**config.mk**
```make
export PLATFORM = sky130hd
export DESIGN_NAME = nacid_valve_sequencer
export DESIGN_NICKNAME = d
export VERILOG_FILES = /design/src/rtl/nacid_pkg.sv /design/src/rtl/peristaltic_phase_gen.sv /design/src/rtl/nacid_valve_sequencer.sv
export SDC_FILE = /design/constraint.sdc
export NUM_CORES = 1
export LEC_CHECK = 0
export BUFFER_PORTS_ARGS = -buffer_cell sky130_fd_sc_hd__buf_2
export CORE_MARGIN = 4
export CORE_UTILIZATION = 40
export DETAILED_ROUTE_END_ITERATION = 10
export PLACE_DENSITY = 0.7
export SETUP_SLACK_MARGIN = 0.1
export SYNTH_ARGS = -nofsm -noshare
export SYNTH_HDL_FRONTEND = slang
export SYNTH_SLANG_ARGS = --single-unit
```
**constraint.sdc**
```tcl
create_clock -name clk -period 2.8 [get_ports clk]
set_clock_uncertainty 0.05 [all_clocks]
set_input_delay 0.28 -clock clk [delete_from_list [all_inputs] [get_ports clk]]
set_output_delay 0.28 -clock clk [all_outputs]
set_load 0.1 [all_outputs]
```
**src/rtl/nacid_pkg.sv**
```systemverilog
// ---------------------------------------------------------------------------
// nacid_pkg
// Shared definitions for the nucleic-acid array valve sequencer:
//   - state_e        : sequencer state codes (also driven on the debug port)
//   - valve_vec_t    : 13-bit vector of valve air lines, indexed by V_*
//   - OPEN_*         : per-state masks of valves that are open (1 = open)
//   - PUMP_PATTERN   : 3-phase peristaltic pattern {pump1,pump2,pump3}
// Valve air-line polarity on the outputs is 1 = pressurized = closed.
// The masks here are kept in "open" polarity so they read like the protocol.
// ---------------------------------------------------------------------------
package nacid_pkg;

    typedef enum logic [3:0] {
        S_IDLE       = 4'd0,
        S_GUARD      = 4'd1,
        S_LYSIS_FILL = 4'd2,
        S_LOAD       = 4'd3,
        S_MIX        = 4'd4,
        S_TRAP       = 4'd5,
        S_WASH       = 4'd6,
        S_ELUTE      = 4'd7,
        S_DONE       = 4'd8
    } state_e;

    localparam int VALVE_W = 13;
    typedef logic [VALVE_W-1:0] valve_vec_t;

    localparam int V_LYSIS      = 0;
    localparam int V_WASH       = 1;
    localparam int V_ELUTE      = 2;
    localparam int V_HORIZ      = 3;
    localparam int V_VERTICAL   = 4;
    localparam int V_LOOP_EXIT  = 5;
    localparam int V_BEAD_VTL   = 6;
    localparam int V_BEAD_TRAP  = 7;
    localparam int V_COLLECTION = 8;
    localparam int V_WASTE      = 9;
    localparam int V_PUMP1      = 10;
    localparam int V_PUMP2      = 11;
    localparam int V_PUMP3      = 12;

    localparam valve_vec_t OPEN_NONE       = '0;
    localparam valve_vec_t OPEN_LYSIS_FILL = valve_vec_t'((1 << V_LYSIS) | (1 << V_VERTICAL));
    localparam valve_vec_t OPEN_LOAD       = valve_vec_t'(1 << V_HORIZ);
    localparam valve_vec_t OPEN_TRAP       = valve_vec_t'((1 << V_LOOP_EXIT) | (1 << V_BEAD_TRAP)
                                                          | (1 << V_WASTE));
    localparam valve_vec_t OPEN_WASH       = valve_vec_t'((1 << V_WASH) | (1 << V_VERTICAL)
                                                          | (1 << V_LOOP_EXIT) | (1 << V_BEAD_TRAP)
                                                          | (1 << V_WASTE));
    localparam valve_vec_t OPEN_ELUTE      = valve_vec_t'((1 << V_ELUTE) | (1 << V_VERTICAL)
                                                          | (1 << V_LOOP_EXIT) | (1 << V_BEAD_TRAP)
                                                          | (1 << V_COLLECTION));

    // Index 0 is the phase driven on MIX entry; {pump1,pump2,pump3}, 1 = closed.
    localparam logic [5:0][2:0] PUMP_PATTERN = {3'b001, 3'b011, 3'b010,
                                                3'b110, 3'b100, 3'b101};

    // Open set of the non-pump valves for a state. MIX opens only pump lines,
    // which are overlaid by the top level.
    function automatic valve_vec_t open_mask(input state_e s);
        case (s)
            S_LYSIS_FILL: open_mask = OPEN_LYSIS_FILL;
            S_LOAD:       open_mask = OPEN_LOAD;
            S_TRAP:       open_mask = OPEN_TRAP;
            S_WASH:       open_mask = OPEN_WASH;
            S_ELUTE:      open_mask = OPEN_ELUTE;
            default:      open_mask = OPEN_NONE;
        endcase
    endfunction

endpackage

```
**src/rtl/peristaltic_phase_gen.sv**
```systemverilog
// ---------------------------------------------------------------------------
// peristaltic_phase_gen
// Steps through the 6-entry peristaltic pattern, holding each entry for
// PHASE_CYCLES clocks while en is high.
//   clk, rst     : clock, synchronous active-high reset
//   en           : advance the pattern
//   clr          : return to phase 0, count 0 (dominates en)
//   pattern      : {pump1,pump2,pump3} for the current phase, 1 = closed
//   stroke_done  : high in the last clock of the last phase of a stroke
// ---------------------------------------------------------------------------
module peristaltic_phase_gen
    import nacid_pkg::*;
#(
    parameter int PHASE_CYCLES = 4
) (
    input  logic       clk,
    input  logic       rst,
    input  logic       en,
    input  logic       clr,
    output logic [2:0] pattern,
    output logic       stroke_done
);

    localparam int CW = (PHASE_CYCLES > 1) ? $clog2(PHASE_CYCLES) : 1;
    localparam logic [CW-1:0] CNT_LAST = CW'(PHASE_CYCLES - 1);

    logic [CW-1:0] cnt_q, cnt_d;
    logic [2:0]    idx_q, idx_d;
    logic          phase_end;

    assign phase_end = en && (cnt_q == CNT_LAST);

    always_comb begin
        cnt_d = cnt_q;
        idx_d = idx_q;
        if (clr) begin
            cnt_d = '0;
            idx_d = '0;
        end else if (en) begin
            if (phase_end) begin
                cnt_d = '0;
                idx_d = (idx_q == 3'd5) ? 3'd0 : idx_q + 3'd1;
            end else begin
                cnt_d = cnt_q + CW'(1);
            end
        end
    end

    always_ff @(posedge clk) begin
        if (rst) begin
            cnt_q <= '0;
            idx_q <= '0;
        end else begin
            cnt_q <= cnt_d;
            idx_q <= idx_d;
        end
    end

    assign pattern     = PUMP_PATTERN[idx_q];
    assign stroke_done = phase_end && (idx_q == 3'd5);

endmodule

```
**src/rtl/nacid_valve_sequencer.sv**
```systemverilog
// ---------------------------------------------------------------------------
// nacid_valve_sequencer
// Runs one extraction protocol on the four-lane array:
//   LYSIS_FILL -> LOAD -> MIX -> TRAP -> WASH x wash_reps -> ELUTE -> DONE
// with an all-closed GUARD block before every step. Outputs are a Moore
// decode of the registered state (plus pump phase in MIX).
// Ports:
//   clk, rst           : clock, synchronous active-high reset
//   start              : begin protocol (only honoured in IDLE)
//   abort              : close everything, back to IDLE next clock
//   dwell_cycles       : fluid-step hold time (0 behaves as 1), latched on start
//   wash_reps          : number of WASH steps, latched on start
//   *_ctl, pump1..3    : valve air lines, 1 = pressurized = closed
//   busy               : not IDLE
//   done               : high for the single DONE cycle
//   state              : current state code (debug)
// Handshake: start is a level sampled on the clock edge while IDLE; a cycle
// with start=1, abort=0 in IDLE is the accepting edge. There is no ready
// back-pressure; busy=1 means further starts are ignored.
// ---------------------------------------------------------------------------
module nacid_valve_sequencer
    import nacid_pkg::*;
#(
    parameter int PHASE_CYCLES = 4,
    parameter int MIX_STROKES  = 8,
    parameter int GUARD_CYCLES = 2,
    parameter int DWELL_W      = 16
) (
    input  logic               clk,
    input  logic               rst,
    input  logic               start,
    input  logic               abort,
    input  logic [DWELL_W-1:0] dwell_cycles,
    input  logic [2:0]         wash_reps,
    output logic               lysis_ctl,
    output logic               wash_ctl,
    output logic               elute_ctl,
    output logic               horiz_ctl,
    output logic               vertical_ctl,
    output logic               loop_exit_ctl,
    output logic               bead_vtl_ctl,
    output logic               bead_trap_ctl,
    output logic               collection_ctl,
    output logic               waste_ctl,
    output logic               pump1,
    output logic               pump2,
    output logic               pump3,
    output logic               busy,
    output logic               done,
    output logic [3:0]         state
);

    localparam int SW = $clog2(MIX_STROKES + 1);
    localparam logic [SW-1:0]      STROKE_LAST = SW'(MIX_STROKES - 1);
    localparam logic [DWELL_W-1:0] GUARD_LAST  = DWELL_W'(GUARD_CYCLES - 1);

    state_e             state_q, state_d;
    state_e             next_q, next_d;      // destination after the current GUARD
    logic [DWELL_W-1:0] timer_q, timer_d;    // clocks spent in current state
    logic [DWELL_W-1:0] dwell_q, dwell_d;
    logic [2:0]         reps_q, reps_d;
    logic [2:0]         rep_q, rep_d;        // completed WASH steps
    logic [SW-1:0]      stroke_q, stroke_d;  // completed MIX strokes

    logic       accept, guard_end, dwell_end, mix_end, wash_last;
    logic [2:0] pump_pat;
    logic       stroke_done;
    valve_vec_t valve_closed;

    peristaltic_phase_gen #(
        .PHASE_CYCLES (PHASE_CYCLES)
    ) u_phase_gen (
        .clk         (clk),
        .rst         (rst),
        .en          (state_q == S_MIX),
        .clr         (state_q != S_MIX),
        .pattern     (pump_pat),
        .stroke_done (stroke_done)
    );

    assign accept    = (state_q == S_IDLE) && start && !abort;
    assign guard_end = (timer_q == GUARD_LAST);
    assign dwell_end = (timer_q == dwell_q - DWELL_W'(1));
    assign mix_end   = stroke_done && (stroke_q == STROKE_LAST);
    assign wash_last = ((rep_q + 3'd1) == reps_q);

    // Next-state logic.
    always_comb begin
        state_d = state_q;
        next_d  = next_q;
        case (state_q)
            S_IDLE: begin
                if (accept) begin
                    state_d = S_GUARD;
                    next_d  = S_LYSIS_FILL;
                end
            end
            S_GUARD: begin
                if (guard_end) state_d = next_q;
            end
            S_LYSIS_FILL: begin
                if (dwell_end) begin
                    state_d = S_GUARD;
                    next_d  = S_LOAD;
                end
            end
            S_LOAD: begin
                if (dwell_end) begin
                    state_d = S_GUARD;
                    next_d  = S_MIX;
                end
            end
            S_MIX: begin
                if (mix_end) begin
                    state_d = S_GUARD;
                    next_d  = S_TRAP;
                end
            end
            S_TRAP: begin
                if (dwell_end) begin
                    state_d = S_GUARD;
                    next_d  = (reps_q == 3'd0) ? S_ELUTE : S_WASH;
                end
            end
            S_WASH: begin
                if (dwell_end) begin
                    state_d = S_GUARD;
                    next_d  = wash_last ? S_ELUTE : S_WASH;
                end
            end
            S_ELUTE: begin
                if (dwell_end) begin
                    state_d = S_GUARD;
                    next_d  = S_DONE;
                end
            end
            S_DONE:  state_d = S_IDLE;
            default: state_d = S_IDLE;
        endcase
        if (abort) state_d = S_IDLE;
    end

    // Counters and latched protocol parameters.
    always_comb begin
        dwell_d  = dwell_q;
        reps_d   = reps_q;
        rep_d    = rep_q;
        stroke_d = stroke_q;
        // Timer restarts on every state change, so it measures time-in-state.
        timer_d  = (state_d != state_q || state_q == S_IDLE) ? '0 : timer_q + DWELL_W'(1);

        if (accept) begin
            dwell_d = (dwell_cycles == '0) ? DWELL_W'(1) : dwell_cycles;
            reps_d  = wash_reps;
        end

        // rep_q must survive the GUARD between consecutive WASH steps.
        if (state_q == S_IDLE || state_q == S_TRAP) begin
            rep_d = '0;
        end else if (state_q == S_WASH && dwell_end) begin
            rep_d = rep_q + 3'd1;
        end

        if (state_q != S_MIX) begin
            stroke_d = '0;
        end else if (stroke_done) begin
            stroke_d = stroke_q + SW'(1);
        end
    end

    always_ff @(posedge clk) begin
        if (rst) begin
            state_q  <= S_IDLE;
            next_q   <= S_IDLE;
            timer_q  <= '0;
            dwell_q  <= '0;
            reps_q   <= '0;
            rep_q    <= '0;
            stroke_q <= '0;
        end else begin
            state_q  <= state_d;
            next_q   <= next_d;
            timer_q  <= timer_d;
            dwell_q  <= dwell_d;
            reps_q   <= reps_d;
            rep_q    <= rep_d;
            stroke_q <= stroke_d;
        end
    end

    // Output decode: closed = not open; pumps follow the pattern only in MIX.
    always_comb begin
        valve_closed = ~open_mask(state_q);
        if (state_q == S_MIX) begin
            valve_closed[V_PUMP1] = pump_pat[2];
            valve_closed[V_PUMP2] = pump_pat[1];
            valve_closed[V_PUMP3] = pump_pat[0];
        end
    end

    assign lysis_ctl      = valve_closed[V_LYSIS];
    assign wash_ctl       = valve_closed[V_WASH];
    assign elute_ctl      = valve_closed[V_ELUTE];
    assign horiz_ctl      = valve_closed[V_HORIZ];
    assign vertical_ctl   = valve_closed[V_VERTICAL];
    assign loop_exit_ctl  = valve_closed[V_LOOP_EXIT];
    assign bead_vtl_ctl   = valve_closed[V_BEAD_VTL];
    assign bead_trap_ctl  = valve_closed[V_BEAD_TRAP];
    assign collection_ctl = valve_closed[V_COLLECTION];
    assign waste_ctl      = valve_closed[V_WASTE];
    assign pump1          = valve_closed[V_PUMP1];
    assign pump2          = valve_closed[V_PUMP2];
    assign pump3          = valve_closed[V_PUMP3];

    assign busy  = (state_q != S_IDLE);
    assign done  = (state_q == S_DONE);
    assign state = state_q;

endmodule

```
==> results.toml <==
[critical_path]
critical_path.max_stage_delay_ns = 0.38
required_ns = 3.02
cp_num_buf_inv = 4
worstPathMaxFanout = 8
path_cells = "buf_4 > nor4_1 > buf_4 > and3_1 > a211o_1 > nand3_1 > a22oi_4 > buf_4 > a31oi_4 > xor2_4 > clkbuf_16 > nor3_2"
crit_arrival_ns = 2.94
critPathSlowestCell = "nor4_1"
cp_common_cell = "buf_4"
end_kind = "flip-flop"
setup.worst_path.start_class = "flip-flop"
criticalPathCategory = "reg2reg"
crit_family = "simple AND/OR/NAND/NOR gates"

[die]
ios = 42
core_sq_um = 8340
dieHeight_um = 101
fp.dieW_um = 101
start_util = 0.416
dieArea_sq_um = 10200
num_rows = 33

[synth]
synthesis.instances = 429
syn_avg_cell_area_sq_um = 8.08
yosys_most_used_dff = "dfxtp_1"
synth_seq_area_share = 0.335
yosys_warnings = 0
yosys_register_bits = 58
synth_area_leaders = "dfxtp_1 (33%), nand2_1 (7.1%), xnor2_1 (5.8%)"
synth_edf_count = 0
synth_area_sq_um = 3470
synth_largest_area_cell = "dfxtp_1"
synth_commonest_cells = "nand2_1 (66), dfxtp_1 (58), a21oi_1 (32), nor2_1 (32), nor3_1 (24)"
synthArstFlopShare = 0
synth_cell_types = 57
synth_fp_nets = 458
synth_top_area_share = 0.335
synth_most_common_cell = "nand2_1"

[route]
drt-pass1-iter-count = 5
via_count = 3305
wl_per_cell_um = 14.8
route.detailed.drc = 0
drt_iter0_drc = 157
postRouteWirelength_mm = 8.97
vias_per_cell = 5.47
ant_nets = 0

[timing]
whs_ns = 0.126
fin_crit_sh = 0.969
finalMaxSlewViolations = 0
min_period_ns = 2.71
final-hold-violation-count = 0
slew_headroom = 0.592
setup_viol = 0
worstMarginPinSlew_ns = 0.611
max_freq_ghz = 0.368
rsz0062_at_grt = "true"

[final_layout]
seq_area_sq_um = 1180
multiInputGateArea_sq_um = 2270
fin_nets = 523
nFillCells = 804
drive_above_1_share = 0.311
syn_to_final_growth_pct = 26.8
antenna_cells = 0

[global_route]
grt_start_max_net_pins = 30
grt-ovfl-total = 0
antenna_found_initial = 0
grt_pass1_wl_mm = 14.8
grtUsageMet2 = 0.287
grt_use_met1 = 0.235
met3_usage = 0.0436
grt_pass1_vias = 3123
grtUsageTotal = 0.181
busiest_layer = "met2"

[clocking]
cts_num_sinks = 58
path_clk_slew_ns = 0.07
clock_path_buffers = 2
cts-root-buf = "clkbuf_8"
clock_latency_ns = 0.35
htreeDepth = 3
numCtsBuffers = 9
ctsHoldBuffers = 0
cts_tree = "done"

[pwr]
totalPowerFinal_mw = 1.98
ir_drop_mv = 0.233
p_leak_nw = 1.61
pwr_density_cell_nw_per_um2 = 449

[place]
gp_congestion = 0.886
dp_hpwl_mm = 6.47
io_buffers = 40

[run]
drv_cap = 0

[worst_hold_path]
hold_path_class = "in2reg"

[outcome]
status = "finished, final reports clean"
-- registers in the layout (all words and copies together) (netlist names) --
signal / count
state: 4
reps_q: 3
u_phase_gen.idx_q: 3
timer_q: 16
next_q: 4
dwell_q: 16
u_phase_gen.cnt_q: 2
pump_pat: 3
stroke_q: 4
rep_q: 3
-- kinds of logic after synthesis --
family / after synthesis / synth area share
muxes: 5 / 0.0148
xor gates and xnor gates: 43 / 0.114
DFF: 58 / 0.335
AOI/OAI and AO/OA: 66 / 0.136
other: 1 / 0.00108
adders and majority gates: 6 / 0.0216
and+or+nand+nor: 213 / 0.327
buffers and inverters: 37 / 0.0505
-- final timing paths --
path,start,end,slack [ns],depth (start not counted)
max,dwell_q[0],timer_q[11],0.09,12
max reg2reg,dwell_q[0],timer_q[11],0.09,12
min,wash_reps[1],reps_q[1],0.13,3
min reg2reg,u_phase_gen.cnt_q[0],u_phase_gen.cnt_q[0],0.38,1
-- where the power goes --
part / internal (mW) / switching, mW
combinational: 0.150 / 0.176
clock: 0.417 / 0.378
sequential: 0.837 / 0.0176
-- routing by layer --
layer	routed length, um	part of all wire
met5	0	0
met4	156	0.017
met3	355	0.040
met2	4300	0.48
met1	4150	0.46
-- placed cells by master, fill, tap and decap left out, types with 5 or more instances in the layout --
| cell | n |
|---|---|
| xnor2_1 | 23 |
| ha_1 | 5 |
| or2_2 | 5 |
| a21oi_1 | 32 |
| nand2_1 | 66 |
| nor4_1 | 9 |
| buf_4 | 36 |
| inv_1 | 6 |
| nor3_1 | 17 |
| clkbuf_8 | 9 |
| xor2_1 | 19 |
| nand3_1 | 14 |
| nor2_1 | 31 |
| nand2b_1 | 5 |
| nor3_2 | 17 |
| and3_1 | 10 |
| dfxtp_1 | 52 |
| buf_2 | 40 |
| nand4_1 | 9 |
-- through the flow --
step | setup TNS [ns] | instance area [sq um] | util | worst slack [ns] | instances
after floorplan | 0 | 3530 | - | 0.100 | 429
after detailed placement | -1.97 | 3950 | 0.473 | -0.144 | 576
after global routing | -0.492 | 4400 | 0.527 | -0.0450 | 604
after CTS | 0 | 4240 | 0.509 | 0.104 | 598
final | 0 | 4400 | 0.527 | 0.0862 | 604
after global placement | -0.815 | 3950 | 0.473 | -0.0706 | 576
-- repair_timing --
item                                    in CTS  in global routing
cloned                                       1                  1
buffers inserted                             5                  5
endpoints found under the setup margin      18                 21
resized for setup                            8                 23
pin swaps                                    7                 17
-- layout make-up --
class | instances | share of cell area
multi-input combinational | 334 | 0.515
sequential | 58 | 0.268
timing repair buffer | 82 | 0.133
tap | 105 | 0.0299
clock buffer | 9 | 0.0282
clock inverter | 7 | 0.0173
inverter | 9 | 0.00910
-- worst min-delay path, stage by stage --
cell and delay [ns]:
buf_2 0.09, nand2_1 0.05, a21oi_1 0.05
Power figures use the tool's default switching activity.
